`config.mk`:
```
export PLATFORM = sky130hd
export DESIGN_NAME = approx_mul_pipe
export DESIGN_NICKNAME = d
export VERILOG_FILES = /design/src/rtl/approx_mul_pkg.sv /design/src/rtl/approx_quad_mul.sv /design/src/rtl/approx_mul_pipe.sv
export SDC_FILE = /design/constraint.sdc
export NUM_CORES = 1
export LEC_CHECK = 0
export CORE_ASPECT_RATIO = 1.2
export CORE_MARGIN = 2
export CORE_UTILIZATION = 36
export CTS_CLUSTER_DIAMETER = 40
export DETAILED_ROUTE_END_ITERATION = 7
export SYNTH_ARGS = -nofsm -noshare
export SYNTH_HDL_FRONTEND = slang
export SYNTH_SLANG_ARGS = --single-unit
```
`constraint.sdc`:
```
create_clock -name clk -period 3.25 [get_ports clk]
set_clock_uncertainty 0.1 [all_clocks]
set_input_delay 0.65 -clock clk [delete_from_list [all_inputs] [get_ports clk]]
set_output_delay 0.65 -clock clk [all_outputs]
set_load 0.01 [all_outputs]
```
`src/rtl/approx_mul_pkg.sv`:
```
// Shared encodings for the quadrant approximate multiplier: approximation
// levels and the bit offsets of each quadrant's field inside the mode byte.
package approx_mul_pkg;

  typedef enum logic [1:0] {
    APX_EXACT = 2'd0,
    APX_T1    = 2'd1,
    APX_T2    = 2'd2,
    APX_T3    = 2'd3
  } apx_level_e;

  localparam int QHH = 6;
  localparam int QHL = 4;
  localparam int QLH = 2;
  localparam int QLL = 0;

  // Extract one quadrant's 2-bit level from the mode byte.
  function automatic logic [1:0] mode_field(input logic [7:0] mode, input int off);
    return mode[off +: 2];
  endfunction

endpackage

```
`src/rtl/approx_quad_mul.sv`:
```
// Combinational HALF_W x HALF_W quadrant multiplier; level k clears the k LSBs
// of both operands before an exact multiply.
module approx_quad_mul
  import approx_mul_pkg::*;
#(
  parameter int HALF_W = 4
) (
  input  logic [HALF_W-1:0]   i_x,
  input  logic [HALF_W-1:0]   i_y,
  input  logic [1:0]          i_lvl,
  output logic [2*HALF_W-1:0] o_q
);

  localparam int QW = 2 * HALF_W;

  logic [HALF_W-1:0] w_mask;

  // Operand truncation mask; shifting past HALF_W naturally yields an all-zero mask.
  always_comb begin
    w_mask = {HALF_W{1'b1}};
    case (apx_level_e'(i_lvl))
      APX_EXACT: w_mask = {HALF_W{1'b1}};
      APX_T1:    w_mask = {HALF_W{1'b1}} << 32'd1;
      APX_T2:    w_mask = {HALF_W{1'b1}} << 32'd2;
      APX_T3:    w_mask = {HALF_W{1'b1}} << 32'd3;
      default:   w_mask = {HALF_W{1'b1}};
    endcase
  end

  assign o_q = QW'(i_x & w_mask) * QW'(i_y & w_mask);

endmodule

```
`src/rtl/approx_mul_pipe.sv`:
```
// Two-stage pipelined quadrant approximate multiplier behind valid/ready.
// Define APPROX_MUL_ERRSTAT_EN to add the exact reference and error statistics.
module approx_mul_pipe
  import approx_mul_pkg::*;
#(
  parameter int HALF_W = 4,
  parameter int ERR_W  = 32
) (
  input  logic                clk,
  input  logic                rst_n,
  input  logic                in_valid,
  output logic                in_ready,
  input  logic [2*HALF_W-1:0] a,
  input  logic [2*HALF_W-1:0] b,
  input  logic [7:0]          mode,
  output logic                out_valid,
  input  logic                out_ready,
  output logic [4*HALF_W-1:0] prod,
  input  logic                stat_clr,
  output logic [ERR_W-1:0]    err_acc,
  output logic [ERR_W-1:0]    sample_cnt
);

  localparam int OW = 2 * HALF_W;
  localparam int PW = 4 * HALF_W;

  logic [HALF_W-1:0] w_ah, w_al, w_bh, w_bl;
  logic [OW-1:0]     w_hh, w_hl, w_lh, w_ll;
  logic [PW-1:0]     w_sum;
  logic              w_s1_load, w_s2_load;

  logic              r_s1_valid, r_s2_valid;
  logic [OW-1:0]     r_hh, r_hl, r_lh, r_ll;
  logic [PW-1:0]     r_prod;

  assign w_ah = a[OW-1:HALF_W];
  assign w_al = a[HALF_W-1:0];
  assign w_bh = b[OW-1:HALF_W];
  assign w_bl = b[HALF_W-1:0];

  approx_quad_mul #(.HALF_W(HALF_W)) u_hh (.i_x(w_ah), .i_y(w_bh), .i_lvl(mode_field(mode, QHH)), .o_q(w_hh));
  approx_quad_mul #(.HALF_W(HALF_W)) u_hl (.i_x(w_ah), .i_y(w_bl), .i_lvl(mode_field(mode, QHL)), .o_q(w_hl));
  approx_quad_mul #(.HALF_W(HALF_W)) u_lh (.i_x(w_al), .i_y(w_bh), .i_lvl(mode_field(mode, QLH)), .o_q(w_lh));
  approx_quad_mul #(.HALF_W(HALF_W)) u_ll (.i_x(w_al), .i_y(w_bl), .i_lvl(mode_field(mode, QLL)), .o_q(w_ll));

  // in_ready depends only on stage state and out_ready, never on in_valid.
  assign w_s2_load = !r_s2_valid || out_ready;
  assign w_s1_load = !r_s1_valid || w_s2_load;
  assign in_ready  = w_s1_load;

  assign w_sum = (PW'(r_hh) << (2 * HALF_W)) + ((PW'(r_hl) + PW'(r_lh)) << HALF_W) + PW'(r_ll);

  // Stage 1: register the four quadrant products on the input handshake.
  always_ff @(posedge clk or negedge rst_n) begin
    if (!rst_n) begin
      r_s1_valid <= 1'b0;
      r_hh       <= {OW{1'b0}};
      r_hl       <= {OW{1'b0}};
      r_lh       <= {OW{1'b0}};
      r_ll       <= {OW{1'b0}};
    end else if (w_s1_load) begin
      r_s1_valid <= in_valid;
      if (in_valid) begin
        r_hh <= w_hh;
        r_hl <= w_hl;
        r_lh <= w_lh;
        r_ll <= w_ll;
      end
    end
  end

  // Stage 2: register the shifted quadrant sum; holds while stalled.
  always_ff @(posedge clk or negedge rst_n) begin
    if (!rst_n) begin
      r_s2_valid <= 1'b0;
      r_prod     <= {PW{1'b0}};
    end else if (w_s2_load) begin
      r_s2_valid <= r_s1_valid;
      if (r_s1_valid) begin
        r_prod <= w_sum;
      end
    end
  end

  assign out_valid = r_s2_valid;
  assign prod      = r_prod;

`ifdef APPROX_MUL_ERRSTAT_EN
  localparam int SW = ((ERR_W > PW) ? ERR_W : PW) + 1;

  logic [PW-1:0]    w_exact, w_diff;
  logic [SW-1:0]    w_err_sum;
  logic             w_out_hs;
  logic [PW-1:0]    r_s1_exact, r_s2_exact;
  logic [ERR_W-1:0] r_err_acc, r_sample_cnt;

  assign w_exact   = PW'(a) * PW'(b);
  assign w_out_hs  = r_s2_valid && out_ready;
  assign w_diff    = (r_s2_exact >= r_prod) ? (r_s2_exact - r_prod) : (r_prod - r_s2_exact);
  assign w_err_sum = SW'(r_err_acc) + SW'(w_diff);

  // Exact reference product travels alongside the quadrants so it aligns with prod.
  always_ff @(posedge clk or negedge rst_n) begin
    if (!rst_n) begin
      r_s1_exact <= {PW{1'b0}};
      r_s2_exact <= {PW{1'b0}};
    end else begin
      if (w_s1_load && in_valid) begin
        r_s1_exact <= w_exact;
      end
      if (w_s2_load && r_s1_valid) begin
        r_s2_exact <= r_s1_exact;
      end
    end
  end

  // Saturating statistics; a coincident clear wins and drops that sample.
  always_ff @(posedge clk or negedge rst_n) begin
    if (!rst_n) begin
      r_err_acc    <= {ERR_W{1'b0}};
      r_sample_cnt <= {ERR_W{1'b0}};
    end else if (stat_clr) begin
      r_err_acc    <= {ERR_W{1'b0}};
      r_sample_cnt <= {ERR_W{1'b0}};
    end else if (w_out_hs) begin
      if (w_err_sum > SW'({ERR_W{1'b1}})) begin
        r_err_acc <= {ERR_W{1'b1}};
      end else begin
        r_err_acc <= w_err_sum[ERR_W-1:0];
      end
      if (r_sample_cnt != {ERR_W{1'b1}}) begin
        r_sample_cnt <= r_sample_cnt + {{(ERR_W-1){1'b0}}, 1'b1};
      end
    end
  end

  assign err_acc    = r_err_acc;
  assign sample_cnt = r_sample_cnt;
`else
  logic w_unused_stat_clr;

  assign w_unused_stat_clr = stat_clr;
  assign err_acc           = {ERR_W{1'b0}};
  assign sample_cnt        = {ERR_W{1'b0}};
`endif

endmodule

```
# After elaboration in Yosys (flattened, before gate mapping)
# Cells that the tools add are included.
[word_totals]
register_bits = 50
out_inout_bits = 82
[classes]
add_sub_neg = 3
n_mul = 4
n_eq_ne = 12
muxes = 4
bitwise = 8
n_reduce_logical = 10
[op_table]
columns = ["cell", "count"]
rows = [
  ["4-bit case mux with 4 select lines", 4],
  ["4-bit bitwise AND", 8],
  ["8-bit by 8-bit multiplier with 8-bit output", 4],
  ["16-bit by 13-bit adder with 16-bit output", 1],
  ["16-bit by 8-bit adder with 16-bit output", 1],
  ["2-bit == test, second input constant", 8],
  ["8-bit by 8-bit adder with 9-bit output", 1],
  ["2-bit by 1-bit == test with 1-bit output, second input constant", 4],
  ["2-bit zero test", 4],
  ["2-bit AND reduction", 2],
  ["1-bit zero test", 2],
  ["1-bit logical OR", 2],
]

# Longest topological paths before layout
# Gate-level depths: netlist of the first run.
[depth]
ltp_word = 4
depth_mapped = 14

# By module
# Synthesis of the first run repeated with hierarchy kept, for this count alone.
[unflattened]
hier_cells = 518
area_unflattened_um2 = 5027.3
[modules_own_cells]
columns = ["mod", "n_inst", "cells_per_inst", "area_each_um2", "seq_area_each_um2"]
rows = [
  ["approx_mul_pipe", 1, 287, 3141.8, 1251.2],
  ["approx_quad_mul (u_hh ...)", 2, 57, 469.2, 0.0],
  ["approx_quad_mul (u_lh)", 1, 60, 480.5, 0.0],
  ["approx_quad_mul (u_ll)", 1, 57, 466.7, 0.0],
]

# Least setup slack after synthesis of the first run
# No wires, ideal clock.
[synth_path]
path_type = "input -> register"
start = "input port mode[1]"
end = "register r_ll[7]"
setup_ns = 0.146
arrival_time_ns = 3.091
t_required_ns = 3.004
slack_ns = -0.087
cell_stages = 11
path_cell_list = "nor2_1 -> nand3_1 -> fa_1 -> inv_1 -> fa_1 -> ha_1 -> a21o_1 -> a21oi_1 -> o21bai_1 -> mux2i_1 -> o311ai_0"
[synth_between]
elab_chain_cells = 4
word_cells_on_any_way = 8
[synth_rtl]
columns = ["item", "line_no", "rtl"]
rows = [
  ["start: declaration", "approx_mul_pipe.sv:15", "input logic [7:0] mode,"],
  ["2-bit == test, or another cell as far along", "approx_quad_mul.sv:21", "case (apx_level_e'(i_lvl))"],
  ["4-bit case mux with 4 select lines *", "approx_quad_mul.sv:21", ""],
  ["4-bit bitwise AND", "approx_quad_mul.sv:30", "assign o_q = QW'(i_x & w_mask) * QW'(i_y & w_mask);"],
  ["8-bit by 8-bit multiplier with 8-bit output *", "approx_quad_mul.sv:30", ""],
  ["end signal: assignment", "approx_mul_pipe.sv:60", "r_ll <= {OW{1'b0}};"],
  ["end signal: assignment", "approx_mul_pipe.sv:67", "r_ll <= w_ll;"],
  ["end: declaration", "approx_mul_pipe.sv:33", "logic [OW-1:0] r_hh, r_hl, r_lh, r_ll;"],
]
# Every way passes the cells marked *; elsewhere a longest branch is shown, timed or not. The select of a mux whose other input is x is not followed.
# A chain may end at the register's enable or synchronous reset.

# Worst setup path after layout of the first run
[layout_path]
start = "register r_lh[0]"
end = "register r_prod[15], in the netlist prod[15]"
[layout_between]
elab_chain_cells = 3
[layout_rtl]
columns = ["item", "line_no", "rtl"]
rows = [
  ["start: declaration", "approx_mul_pipe.sv:33", ""],
  ["start signal: assignment", "approx_mul_pipe.sv:59", "r_lh <= {OW{1'b0}};"],
  ["start signal: assignment", "approx_mul_pipe.sv:66", "r_lh <= w_lh;"],
  ["8-bit by 8-bit adder with 9-bit output", "approx_mul_pipe.sv:51", "assign w_sum = (PW'(r_hh) << (2 * HALF_W)) + ((PW'(r_hl) + PW'(r_lh)) << HALF_W) + PW'(r_ll);"],
  ["16-bit by 13-bit adder with 16-bit output", "approx_mul_pipe.sv:51", ""],
  ["16-bit by 8-bit adder with 16-bit output", "approx_mul_pipe.sv:51", ""],
  ["end signal: assignment", "approx_mul_pipe.sv:76", "r_prod <= {PW{1'b0}};"],
  ["end signal: assignment", "approx_mul_pipe.sv:80", "r_prod <= w_sum;"],
  ["end: declaration", "approx_mul_pipe.sv:34", "logic [PW-1:0] r_prod;"],
]
# Every way passes these cells.

==> reports/results.ini, run 1 <==
[timing]
maxClockFrequency_mhz = 318
hold_ws_ns = 0.371
drv_slew = 0
relSlewSlack_pct = 27.0
worstMarginPinSlew_ns = 1.09
setup_tns_ns = 0
setup-violations-final = 0
hold_violations = 0
fin_crit_ns = 3.14
finalCritPeriodShare_pct = 96.7

[yosys]
async_flop_share_pct = 100
synth-seq-area-share_pct = 25.7
yosysTopAreaCellShare_pct = 25.7
yosys-top-cells-area = dfrtp_1 (26%), ha_1 (17%), buf_4 (10%)
ys_warn_count = 0
synth-edff-count = 0
synth_cell_types = 44
syn_area_um2 = 4870
synth_flop_cell = dfrtp_1
synth_area_per_cell_um2 = 9.13
synth_seq_cells = 50
synthCells = 533
synth_top_area_cell = dfrtp_1

[run_status]
status = finished clean

[placed_design]
io_buffers = 45
dp_hpwl_um = 8270
place_area_um2 = 5660
gp_congestion = 0.795

[worst_setup_path]
cp_top_family = compound AO/OA/AOI/OAI gates
crit_chain = ha_4, inv_2, fa_2, nor2b_1, o21ai_1, a21boi_2, o31ai_2, a21boi_4, ha_4, nand2_2, buf_4, o21ai_4, a21oi_1, or3_1, a31oi_1
critPathBufInv = 2
crit_type = flip-flop to flip-flop
crit_top_cell = ha_4
cp.required_ns = 3.37
crit_slowest_cell = dfrtp_1
r2r_slack_ns = 0.11
worst_path_largest_cell_delay_ns = 0.39
start_kind = flip-flop
cp.arrival_ns = 3.26
path_max_fanout = 4
worst_setup_path_end_kind = flip-flop

[power_and_ir_drop]
cellLeakagePower_nw = 3.19
vdd_drop_max_uv = 239
p_per_area_nw_per_um2 = 409

[final_layout]
final_common_cell = conb_1
fin_area_um2 = 6060
drive_gt1_share_pct = 21.4
antenna_cells = 0
fin_nets = 748
utilization_pct = 45.8
area_growth_pct = 24.5
layout_common_cells = conb_1 (64), ha_1 (62), buf_4 (58)

[drt]
antenna_left = 0
first_pass_iters = 4
vias = 3752
remaining_drc_errors = 0
drtIter0Drc = 145
avgRoutedWirePerCell_um = 12.6
wirelength_um = 10200
viasPerCell = 4.66

[clock_tree]
cts_buffers = 5
cts_buffer_depth = 2
cts.clk_slew.worst_paths_ns = 0.06
cts_root_buffer = clkbuf_16
clkLatencyLatePin_ns = 0.29
htreeDepth = 2
holdBufCountCts = 0
clkSinkCount = 50
cts_tree = yes

[die]
initial_core_util_pct = 36.8
die_height_um = 131
core_um2 = 13200
dieArea_um2 = 14500
ios = 111
die_w_um = 110
num_rows = 46

[flow_run]
maxCapViolCount = 0

[global_route]
grt_pass1_vias = 3547
grt_pass1_wl_um = 16500
grt-ovfl-total = 0
grt_usage_pct = 14.0
grt_max_degree = 51
antenna_found_initial = 0

[min_path]
worstHoldPathType = flip-flop to flip-flop

[layout make-up]
class	instances	area [um2]
Multi-Input combinational cell	448	3460
Sequential cell	50	1250
Inverter	25	93.8
Clock buffer	5	125
Tap cell	168	210
Timing Repair Buffer	106	872
Fill cell	1317	7180
Clock inverter	3	43.8
[state kept, by name (all words and copies together) (netlist names)]
signal and count:
r_s1_valid 1, prod 16, r_ll 8, r_hh 8, r_hl 8, out_valid 1, r_lh 8
[cells in the mapped netlist (all sizes together), types with 3 or more instances]
cell and instances:
o21bai 6, and3 29, xor2 11, ha 65, nor2b 7, nor2 22, xnor2 12, and2 12
nand3b 4, and3b 5, a21oi 22, o21ai 32, buf 68, mux2i 5, a21o 9, nor3b 13
dfrtp 50, nand2 60, clkbuf 5, mux2 11, nand3 12, inv 25, nand2b 3, fa 18
a211oi 3
[kinds of logic after synthesis]
| logic type | share of synthesized area [%] |
|---|---|
| simple gates | 18.9 |
| buf+inv | 12.7 |
| compound gates | 10.8 |
| fa+ha+maj | 24.1 |
| flops | 25.7 |
| xor+xnor | 4.14 |
| mux | 3.57 |
| other cells | 0.0771 |
[final timing paths]
path	end	cells past startpoint	startpoint
max	prod[15]$_DFFE_PN0P_	15	r_lh[0]$_DFFE_PN0P_
min	prod[4]$_DFFE_PN0P_	2	prod[4]$_DFFE_PN0P_
max reg2reg	prod[15]$_DFFE_PN0P_	15	r_lh[0]$_DFFE_PN0P_
min reg2reg	prod[4]$_DFFE_PN0P_	2	prod[4]$_DFFE_PN0P_
max in group asynchronous	prod[14]$_DFFE_PN0P_	1	rst_n
min in group asynchronous	prod[1]$_DFFE_PN0P_	1	rst_n
[worst min-delay path: cells and delay by family (launching register included)]
| family | cells | cell delay, ns |
|---|---|---|
| flops | 1 | 0.34 |
| simple gates | 2 | 0.10 |
[through the flow]
stage,power (mW),worst slack (ns),instances
after global routing,2.65,-0.0341,805
after detailed placement,1.78,-0.637,789
final,2.48,0.109,805
after CTS,2.39,0.00408,798
after floorplan,1.43,-0.0214,596
after global placement,1.75,-0.568,789
[power by group]
part           switching (mW)  internal (mW)
Sequential             0.0734          0.742
Combinational           0.538          0.530
Clock                   0.230          0.364
Total                   0.841           1.64
[what timing repair did]
item                                    in CTS  in global routing
hold endpoints to repair                     0                  0
endpoints found under the setup margin      20                 15
buffers inserted                             1                  7
pin swaps                                   28                 38
gates resized for setup                     44                 59
[per-layer routing]
layer	global-route usage, %	share of wire (%)
met1	17.7	44
met2	24.4	50
met3	1.54	3.8
met4	4.58	1.8
met5	0	0
Note: power is estimated with default switching activity, not from simulation.
==> inputs of run 2 (changes only) <==
--- a/config.mk
+++ b/config.mk
@@ -10,6 +10,7 @@
 export CORE_UTILIZATION = 36
 export CTS_CLUSTER_DIAMETER = 40
 export DETAILED_ROUTE_END_ITERATION = 7
+export PLACE_DENSITY = 0.7
 export SYNTH_ARGS = -nofsm -noshare
 export SYNTH_HDL_FRONTEND = slang
 export SYNTH_SLANG_ARGS = --single-unit
==> run 2 against run 1 <==
Routed wire length is 2.0% higher. Die area unchanged. Sequential cell count stayed put. Maximum frequency shrank 0.62%. Sequential share of layout area rose by 0.39 points. Sequential power hardly changed. Non-clock buffer count is 2 lower. Worst setup slack worse by 0.020 ns.
==> reports/results.ini, run 2 (synthesized netlist as in run 1, its figures left out) <==
[run_status]
status = finished clean

[final_layout]
fin_nets = 746  ; -0.27%
finalNonFillerCells = 803  ; -0.25%
area_growth_pct = 22.2
fillerInstances = 1277  ; -3.0%
largest_register_ffs = 16  ; unchanged
drive_gt1_share_pct = 20.3  ; -1.0 points
regArea_um2 = 1250  ; unchanged
layout_common_cells = conb_1 (64), ha_1 (62), nand2_1 (60)
antenna_cells = 0  ; unchanged
final_common_cell = conb_1
multi_input_area_um2 = 3380  ; -2.2%

[drt]
antenna_left = 0  ; unchanged
drtIter0Drc = 207  ; +43%
viasPerCell = 4.83  ; +3.6%
first_pass_iters = 4  ; unchanged
vias = 3878  ; +3.4%
wirelength_um = 10400  ; +2.0%
avgRoutedWirePerCell_um = 12.9  ; +2.3%
remaining_drc_errors = 0  ; unchanged

[die]
initial_core_util_pct = 36.8  ; unchanged
ios = 111  ; unchanged
dieArea_um2 = 14500  ; unchanged
num_rows = 46  ; unchanged
die_w_um = 110  ; unchanged
die_height_um = 131  ; unchanged
core_um2 = 13200  ; unchanged

[worst_setup_path]
crit_chain = dlygate4sd2_1, nor2_2, nand3_2, fa_1, inv_1, fa_2, ha_1, a21o_1, a21oi_2, o21bai_1, mux2i_1, nand3_1
critPathBufInv = 2  ; unchanged
path_max_fanout = 2  ; -2
r2r_end = prod[14]$_DFFE_PN0P_
crit_slowest_cell = fa_2
cp.required_ns = 3.32  ; -0.05 ns
cp_top_family = adder cells
worst_setup_path_end_kind = flip-flop
reg2regPathDepth = 15  ; unchanged
start_kind = input pin
crit_type = input pin to flip-flop
r2r_slack_ns = 0.16  ; +0.05 ns
rr_startpoint = r_hl[0]$_DFFE_PN0P_
cp.arrival_ns = 3.23  ; -0.03 ns
worst_path_largest_cell_delay_ns = 0.56  ; +0.17 ns

[global_route]
grt_usage_pct = 14.8  ; +0.85 points
grt_pass1_wl_um = 17600  ; +6.7%
grt-ovfl-total = 0  ; unchanged
grt_max_degree = 49  ; -3.9%
grt_pass1_vias = 3861  ; +8.9%
antenna_found_initial = 0  ; unchanged

[timing]
setup-violations-final = 0  ; unchanged
relSlewSlack_pct = 51.7  ; +25 points
hold_violations = 0  ; unchanged
fin_crit_ns = 3.16  ; +0.0197 ns
finalCritPeriodShare_pct = 97.3  ; +0.61 points
maxClockFrequency_mhz = 316  ; -0.62%
worstMarginPinSlew_ns = 0.723  ; -0.372 ns
setup_tns_ns = 0  ; unchanged
grt_setup_unrepaired = yes
hold_ws_ns = 0.253  ; -0.117 ns
drv_slew = 0  ; unchanged

[placed_design]
io_buffers = 45  ; unchanged
dp_hpwl_um = 8420  ; +1.8%
dp_cells = 788  ; -0.13%
gp_congestion = 0.854  ; +7.5%

[clock_tree]
cts.clk_slew.worst_paths_ns = 0.06  ; about the same
cts_buffer_depth = 2  ; unchanged
cts_buffers = 5  ; unchanged
cts_root_buffer = clkbuf_16
cts_tree = yes
clkSinkCount = 50  ; unchanged
htreeDepth = 2  ; unchanged
clkLatencyLatePin_ns = 0.30  ; about the same
holdBufCountCts = 0  ; unchanged

[min_path]
worstHoldPathType = input pin to async pin

[power_and_ir_drop]
power_switching_uw = 807  ; -4.1%
fin_total_pwr_mw = 2.40  ; -3.0%
p_int_mw = 1.60  ; -2.4%
seq_power_share_pct = 34.0  ; +1.1 points
p_sw_share_pct = 33.6  ; -0.38 points
combPwrFrac_pct = 41.4  ; -1.7 points
vdd_drop_max_uv = 305  ; +28%
p_clk_share_pct = 24.6  ; +0.6 points
p_per_area_nw_per_um2 = 404  ; -1.1%
cellLeakagePower_nw = 3.14  ; -1.6%

[flow_run]
maxCapViolCount = 0  ; unchanged

## run 2: cell type report
cell class	instances	share of cell area, %
Sequential cell	50	21.0
Tap cell	168	3.54
Multi-Input combinational cell	448	56.9
Timing Repair Buffer	104	14.1
Clock inverter	3	0.737
Clock buffer	5	2.10
Inverter	25	1.58
## run 2: how the worst max path moves through the flow
stage                         from                    to  slack (ns)  cells past startpoint
2_1_floorplan              mode[1]   r_ll[7]$_DFFE_PN0P_       -0.02                     11
3_3_place_gp                  a[5]   r_hl[7]$_DFFE_PN0P_       -0.60                     12
3_5_place_dp                  a[5]   r_hl[7]$_DFFE_PN0P_       -0.73                     12
4_1_cts                    mode[1]   r_ll[7]$_DFFE_PN0P_      0.0001                     12
5_1_grt        r_hl[0]$_DFFE_PN0P_  prod[13]$_DFFE_PN0P_       -0.06                     14
6_report                   mode[6]   r_hh[7]$_DFFE_PN0P_        0.09                     12
## run 2: metal layers
layer  share of wire, %  track usage, %
met3                4.2            1.44
met5                  0               0
met2                 52            26.7
met1                 42            18.2
met4                1.9            4.72
## run 2: repair_timing
action | CTS | global route
endpoints found under the setup margin | 21 | 18
setup buffers | 2 | 5
pin swaps | 20 | 24
gates resized for setup | 46 | 41
## run 2: worst register-to-register path, cell delays in order (launching register included)
cell,delay (ns)
dfrtp_1,0.37
ha_2,0.18
inv_1,0.05
fa_2,0.35
nor2b_2,0.13
o21ai_2,0.07
a21boi_2,0.19
o31ai_2,0.09
a21boi_2,0.16
ha_1,0.35
nand2_1,0.12
buf_4,0.12
nor3_2,0.05
o41ai_2,0.33
mux2i_1,0.23
nand3_1,0.09
## run 2: through the flow
step                setup slack [ns]  util, %  area [um2]
finish                        0.0890     44.9        5940
global placement              -0.596     42.6        5640
floorplan                    -0.0214        -        5110
detailed placement            -0.729     42.6        5640
CTS                         0.000121     44.3        5870
global route                 -0.0594     44.9        5940
## run 2: power groups by stage
stage                     registers (mW)  clock network [mW]  logic (mW)
final                              0.818               0.591       0.994
after global routing               0.843               0.626        1.12
after global placement             0.827                   0       0.918
after floorplan                    0.846                   0       0.583
after detailed placement           0.834                   0       0.940
after CTS                          0.822               0.605       0.953
